### src/rtl/pwm_capture_if.sv
// Port bundle for pwm_capture. The DUT connects through the slave modport;
// a driver or a bench uses the master modport.
interface pwm_capture_if #(
  parameter int CNT_WIDTH = 16
);
  logic                 enable;
  logic                 pwmInput;
  logic                 clearOverflow;
  logic [CNT_WIDTH-1:0] highTime;
  logic [CNT_WIDTH-1:0] period;
  logic                 valid;
  logic                 overflow;

  modport master (
    output enable,
    output pwmInput,
    output clearOverflow,
    input  highTime,
    input  period,
    input  valid,
    input  overflow
  );

  modport slave (
    input  enable,
    input  pwmInput,
    input  clearOverflow,
    output highTime,
    output period,
    output valid,
    output overflow
  );
endinterface

### src/rtl/pwm_capture.sv
// PWM capture: measures the high time and the rise-to-rise period of an
// asynchronous PWM input, in clk cycles, with a sticky saturation flag.
module pwm_capture #(
  parameter int CNT_WIDTH   = 16,
  parameter int SYNC_STAGES = 2
) (
  input  logic         clk,
  input  logic         rst,
  pwm_capture_if.slave bus
);

  typedef enum logic [1:0] {
    IDLE,
    WAIT_RISE,
    MEAS_HIGH,
    MEAS_LOW
  } state_t;

  localparam logic [CNT_WIDTH-1:0] CNT_ZERO = '0;
  localparam logic [CNT_WIDTH-1:0] CNT_ONE  = CNT_WIDTH'(1);
  localparam logic [CNT_WIDTH-1:0] CNT_MAX  = '1;

  state_t                 state_q, state_d;
  logic [SYNC_STAGES-1:0] sync_q, sync_d;
  logic                   s_d_q;
  logic [CNT_WIDTH-1:0]   cnt_q, cnt_d;
  logic [CNT_WIDTH-1:0]   hi_cap_q, hi_cap_d;
  logic [CNT_WIDTH-1:0]   high_time_q, high_time_d;
  logic [CNT_WIDTH-1:0]   period_q, period_d;
  logic                   valid_q, valid_d;
  logic                   overflow_q, overflow_d;

  logic s;
  logic rise;
  logic fall;
  logic cnt_sat;

  // Synchronizer input stage: shift the raw input in at bit 0
  generate
    if (SYNC_STAGES > 1) begin : g_sync_shift
      assign sync_d = {sync_q[SYNC_STAGES-2:0], bus.pwmInput};
    end else begin : g_sync_single
      assign sync_d = bus.pwmInput;
    end
  endgenerate

  // Edge detect on the synchronized level; rises and falls see equal latency
  assign s       = sync_q[SYNC_STAGES-1];
  assign rise    = s & ~s_d_q;
  assign fall    = ~s & s_d_q;
  assign cnt_sat = (cnt_q == CNT_MAX);

  always_comb begin
    state_d     = state_q;
    cnt_d       = cnt_q;
    hi_cap_d    = hi_cap_q;
    high_time_d = high_time_q;
    period_d    = period_q;
    valid_d     = 1'b0;
    overflow_d  = overflow_q & ~bus.clearOverflow;

    if (!bus.enable) begin
      state_d = IDLE;
      cnt_d   = CNT_ZERO;
    end else begin
      unique case (state_q)
        IDLE: begin
          cnt_d   = CNT_ZERO;
          state_d = WAIT_RISE;
        end

        WAIT_RISE: begin
          cnt_d = CNT_ZERO;
          if (rise) begin
            cnt_d   = CNT_ONE;
            state_d = MEAS_HIGH;
          end
        end

        MEAS_HIGH: begin
          if (fall) begin
            hi_cap_d = cnt_q;
            cnt_d    = cnt_q + CNT_ONE;
            state_d  = MEAS_LOW;
          end else if (cnt_sat) begin
            overflow_d = 1'b1;
            cnt_d      = CNT_ZERO;
            state_d    = WAIT_RISE;
          end else begin
            cnt_d = cnt_q + CNT_ONE;
          end
        end

        MEAS_LOW: begin
          // The terminating rise of one period is the starting rise of the next
          if (rise) begin
            high_time_d = hi_cap_q;
            period_d    = cnt_q;
            valid_d     = 1'b1;
            cnt_d       = CNT_ONE;
            state_d     = MEAS_HIGH;
          end else if (cnt_sat) begin
            overflow_d = 1'b1;
            cnt_d      = CNT_ZERO;
            state_d    = WAIT_RISE;
          end else begin
            cnt_d = cnt_q + CNT_ONE;
          end
        end

        default: begin
          cnt_d   = CNT_ZERO;
          state_d = IDLE;
        end
      endcase
    end
  end

  // Register stage: synchronizer, FSM, counter and result registers
  always_ff @(posedge clk) begin
    if (rst) begin
      state_q     <= IDLE;
      sync_q      <= '0;
      s_d_q       <= 1'b0;
      cnt_q       <= CNT_ZERO;
      hi_cap_q    <= CNT_ZERO;
      high_time_q <= CNT_ZERO;
      period_q    <= CNT_ZERO;
      valid_q     <= 1'b0;
      overflow_q  <= 1'b0;
    end else begin
      state_q     <= state_d;
      sync_q      <= sync_d;
      s_d_q       <= s;
      cnt_q       <= cnt_d;
      hi_cap_q    <= hi_cap_d;
      high_time_q <= high_time_d;
      period_q    <= period_d;
      valid_q     <= valid_d;
      overflow_q  <= overflow_d;
    end
  end

  assign bus.highTime = high_time_q;
  assign bus.period   = period_q;
  assign bus.valid    = valid_q;
  assign bus.overflow = overflow_q;

endmodule

### src/flat_wrapper.sv
// flat-port wrapper written by rule: the top's interface ports become plain ports
module pwm_capture_flat 
#(
  parameter int CNT_WIDTH   = 16,
  parameter int SYNC_STAGES = 2
)
  (clk, rst, bus_enable, bus_pwmInput, bus_clearOverflow, bus_highTime, bus_period, bus_valid, bus_overflow);
  pwm_capture_if #(.CNT_WIDTH(CNT_WIDTH)) bus_i ();
  input  logic clk;
  input  logic rst;
  input wire logic [$bits(bus_i.enable)-1:0] bus_enable;
  input wire logic [$bits(bus_i.pwmInput)-1:0] bus_pwmInput;
  input wire logic [$bits(bus_i.clearOverflow)-1:0] bus_clearOverflow;
  output wire logic [$bits(bus_i.highTime)-1:0] bus_highTime;
  output wire logic [$bits(bus_i.period)-1:0] bus_period;
  output wire logic [$bits(bus_i.valid)-1:0] bus_valid;
  output wire logic [$bits(bus_i.overflow)-1:0] bus_overflow;
  assign bus_i.enable = bus_enable;
  assign bus_i.pwmInput = bus_pwmInput;
  assign bus_i.clearOverflow = bus_clearOverflow;
  assign bus_highTime = bus_i.highTime;
  assign bus_period = bus_i.period;
  assign bus_valid = bus_i.valid;
  assign bus_overflow = bus_i.overflow;
  pwm_capture #(.CNT_WIDTH(CNT_WIDTH), .SYNC_STAGES(SYNC_STAGES)) u_core (.clk(clk), .rst(rst), .bus(bus_i));
endmodule
### config.mk
export PLATFORM = sky130hd
export DESIGN_NAME = pwm_capture_flat
export DESIGN_NICKNAME = d
export VERILOG_FILES = /design/src/rtl/pwm_capture_if.sv /design/src/rtl/pwm_capture.sv /design/src/flat_wrapper.sv
export SDC_FILE = /design/constraint.sdc
export NUM_CORES = 1
export LEC_CHECK = 0
export BUFFER_PORTS_ARGS = -buffer_cell sky130_fd_sc_hd__buf_2
export CAP_MARGIN = 40
export CORE_MARGIN = 5
export CORE_UTILIZATION = 55
export CTS_BUF_LIST = sky130_fd_sc_hd__clkbuf_4 sky130_fd_sc_hd__clkbuf_8
export DETAILED_ROUTE_END_ITERATION = 7
export MAX_ROUTING_LAYER = met4
export PLACE_DENSITY = 0.77
export SETUP_SLACK_MARGIN = 0.4
export SYNTH_ARGS = -nofsm -noshare
export SYNTH_HDL_FRONTEND = slang
export SYNTH_SLANG_ARGS = --single-unit
export TNS_END_PERCENT = 5
### constraint.sdc
create_clock -name clk -period 2.45 [get_ports clk]
set_clock_uncertainty 0.1 [all_clocks]
set_input_delay 0.1225 -clock clk [delete_from_list [all_inputs] [get_ports clk]]
set_output_delay 0.1225 -clock clk [all_outputs]
set_load 0.02 [all_outputs]
Word-level counts from Yosys, hierarchy flattened

Index checks and enable logic that the tools add are counted.
W data, S select, Z words.

Input port bits: 5
Output and inout bits: 34
Logic and storage cells: 44
Register bits: 71

Muxes and demuxes: 16
Reductions and logical operators: 5
Bitwise gates (word level): 8
$add $sub $neg: 1
Eq/ne operators: 5

Operators by type and width:

| kind                    | count |
|---|---|
| $pmux W16 S4            | 1 |
| $mux W16                | 3 |
| $add A16 B1 Y16 const B | 1 |
| $eq A16 B16 Y1 const B  | 1 |
| $mux W2                 | 4 |
| $pmux W2 S4             | 1 |
| $mux W1                 | 6 |
| $reduce_and A3 Y1       | 2 |
| $not A1 Y1              | 5 |
| $eq A2 B2 Y1 const B    | 2 |
| $and A1 B1 Y1           | 3 |
| $reduce_or A3 Y1        | 1 |
| $eq A2 B1 Y1 const B    | 1 |
| $logic_not A2 Y1        | 1 |
| $ne A2 B1 Y1 const B    | 1 |
| $pmux W1 S2             | 1 |
| $reduce_or A2 Y1        | 1 |

Longest topological paths before layout

Word-level depth: 6
Mapped depth: 6
Mapped depth without buffers: 5

Least setup slack after synthesis

Ideal clock, no wire load.

Path kind: reg2reg
Start: reg u_core.cnt_q[0]
End: reg u_core.cnt_q[10]
Setup time: 0.122 ns
Data required time: 2.228 ns
Data arrival time: 1.524 ns
Path slack: 0.704 ns
Buffers on the path: 1
Cell stages (with the launch flop): 7
Period minus slack after synthesis: 1.746 ns
Cells stage by stage: dfxtp_1 -> ha_1 -> nand3_4 -> or2_4 -> o31ai_4 -> buf_6 -> a21oi_1

Longest elaborated chain between the ends: 4
Elaborated cells on any way between the ends: 6
Those cells by class: 1 x add/sub; 1 x eq/ne; 4 x mux

RTL lines:

| item                                              | RTL line                              | RTL |
|---|---|---|
| start: declaration                                | pwm_capture.sv:26                     | `logic [CNT_WIDTH-1:0] cnt_q, cnt_d;` |
| start signal: assignment                          | pwm_capture.sv:135                    | `cnt_q <= cnt_d;` |
| $add A16 B1 Y16 or $eq A16 B16 Y1 (tied branches) | --                                    |  |
| $mux W16                                          | pwm_capture.sv:85, pwm_capture.sv:102 |  |
| $mux W16, on equally long branches                | pwm_capture.sv:96, pwm_capture.sv:81  |  |
| $pmux W16 S4 *                                    | pwm_capture.sv:66                     | `unique case (state_q)` |

Every way passes the cells marked *; elsewhere a longest branch is shown, timed or not.
A chain may end at the register's enable or synchronous reset.

Final worst setup path

Start: reg u_core.cnt_q[0]
End: reg u_core.cnt_q[1]

Same word-level chain as after synthesis.

==> impl_metrics.yaml <==
worst_setup_path:
  cp_max_fo: 15
  worstReg2RegStart: "u_core.cnt_q[0]"
  endpoint_kind: "flop"
  crit_type: "flop to flop"
  cp.arrival_ns: 2.08
  critPathLaunch: "u_core.cnt_q[0]"
  worstPathRequired_ns: 2.53
  crit_path_start_kind: "flop"
cts:
  path_clk_slew_ns: 0.07
  htreeDepth: 3
  cts_buffers: 9
  cts_tree: "built"
  cts.sinks: 71
  clockBufferDepth: 2
  clk_latency_ns: 0.34
  clock-root-buffer: "clkbuf_8"
power:
  ir_drop_mv: 0.426
  pwr_density_cell_nw_per_um2: 658
  total_power_mw: 2.10
  p_leak_nw: 1.26
worst_hold_path:
  min_path_type: "input pin to flop"
  worstHoldStart: "bus_clearOverflow"
route:
  wirelength_um: 5980
  via_per_inst: 5.25
  drt_iter0_markers: 124
  wl_per_cell_um: 14.2
  ant_nets: 0
  firstDrtPassIters: 4
  vias: 2203
  route.detailed.drc: 0
synth:
  syn_nets: 316
  syn_inst: 310
  ys_top_cells_by_area: "dfxtp_1 (52%), nand2_1 (9.4%), a21oi_1 (8.6%)"
  synth-seq-cells: 71
  yosysWarnings: 0
  synth_top_area_cell: "dfxtp_1"
  yosysUniqueCellTypes: 34
  ys_seq_area_frac: 0.521
  synth_edf_count: 0
  postSynth.asyncResetShare: 0
  synth_common_cells: "dfxtp_1 (71), nand2_1 (68), a21oi_1 (47)"
  synth_ff_type: "dfxtp_1"
  syn_area_per_cell_um2: 8.80
  synth_most_common_cell: "dfxtp_1"
  synth_top_area_frac: 0.521
  syn_area_um2: 2730
finish:
  final_core_util: 0.673
  syn2layout_area_growth_pct: 17.2
  drive_gt1_frac: 0.195
  nNetsFinal: 354
  diodes: 0
  postLayoutCellArea_um2: 3200
  final_cells: 420
timing:
  fmax_ghz: 0.500
  finalHoldViolCount: 0
  finalSetupTns_ns: 0
  finalSetupViolCount: 0
  slew_viol_final: 0
  rsz0062_at_grt: "true"
  slew_headroom: 0.644
  worst_slew_pin_slew_ns: 0.532
  period_minus_slack_ns: 2.00
  period_share: 0.817
run_status:
  status: "completed"
placement:
  post_dp_cell_area_um2: 2960
  gp_congestion: 0.883
  port_buffers: 38
  post-dp-hpwl_um: 3860
  numPlacedInstances: 400
global_route:
  antenna_found_initial: 0
  grt_max_degree: 30
  grt_pass1_vias: 2091
  grt_pass1_wl_um: 9900
  grt.overflow.total: 0
  grtUsageTotal: 0.207
flow_run:
  drv_cap: 0
die:
  rows: 25
  initial_utilization: 0.574
  core_area_um2: 4750
  fp.dieH_um: 80.4
  boundaryPins: 39
  dieWidth_um: 80.4
  die-area_um2: 6470
final cells by class:
class / instances / area (µm²)
fillers: 407 / 1560
flip-flops and latches: 71 / 1420
multi-input cells: 214 / 1210
repair buffers: 46 / 265
clock buffers: 10 / 131
well taps: 67 / 83.8
clock inverters: 6 / 61.3
inverters: 6 / 22.5
worst paths after layout:
check                           depth (start not counted)  slack (ns)             endpoint
worst max-delay path                                    5        0.45      u_core.cnt_q[1]
worst min-delay path                                    4        0.02  u_core.bus.overflow
worst max register to register                          5        0.45      u_core.cnt_q[1]
worst min register to register                          1        0.34     u_core.sync_q[1]
through the flow:
stage,hold WS (ns),setup WS (ns)
2_1_floorplan,0.151,0.704
3_3_place_gp,0.237,0.427
3_5_place_dp,0.246,0.332
4_1_cts,0.00911,0.496
5_1_grt,0.0291,0.343
6_report,0.0213,0.448
cell families after synthesis:
logic type / Yosys count / share of synthesized area
flops: 71 / 0.521
simple gates: 129 / 0.220
mux: 16 / 0.0587
fa+ha+maj: 1 / 0.00459
buf+inv: 25 / 0.0404
compound gates: 55 / 0.113
xor+xnor: 13 / 0.0417
flip-flops by register name, indices dropped and copies added, names as in the netlist:
name and count:
u_core.sync_q 2, u_core.state_q 2, u_core.cnt_q 16, u_core.bus.highTime 16, u_core.hi_cap_q 16, u_core.s_d_q 1
u_core.bus.overflow 1, u_core.bus.period 16, u_core.bus.valid 1
worst max-delay path, stage by stage (launching register included):
cell      delay, ns
dfxtp_1        0.43
ha_1           0.28
nand3_4        0.15
or2_4          0.30
o21ai_4        0.38
a21boi_0       0.20
cells in the final DEF, fill, tap and decap left out, types with 5 or more instances in the layout:
cell type	synthesis	layout
nand2_1	68	68
xnor2_1	12	12
inv_1	6	6
nor2b_1	6	5
buf_4	0	6
nor2_1	22	22
nand3_1	5	5
mux2i_1	16	16
buf_2	6	38
nand4_1	5	5
nor4_1	8	7
a21oi_1	47	47
clkbuf_8	0	9
dfxtp_1	71	71
nor3_1	5	5
repair_timing:
| item | in CTS | in global routing |
|---|---|---|
| pin swaps | 1 | 0 |
| endpoints found under the setup margin | 15 | 6 |
| hold buffers | 1 | 0 |
| hold endpoints to repair | 1 | 0 |
| gates resized for setup | 1 | 1 |
| setup buffers | 3 | 0 |
where the power goes:
part / switching [mW] / internal, mW
combinational: 0.0212 / 0.00871
sequential: 0.00223 / 1.16
clock: 0.437 / 0.478
total: 0.461 / 1.64
layer usage:
metal | wire length [µm] | up-vias | share of wire | GRT usage
met3 | 423 | 11 | 0.071 | 0.0538
met2 | 2800 | 77 | 0.47 | 0.327
met5 | 0 | - | 0 | -
met1 | 2660 | 990 | 0.44 | 0.247
li1 | - | 1125 | - | -
met4 | 105 | 0 | 0.018 | 0.0963
(Power assumes the default switching activity.)
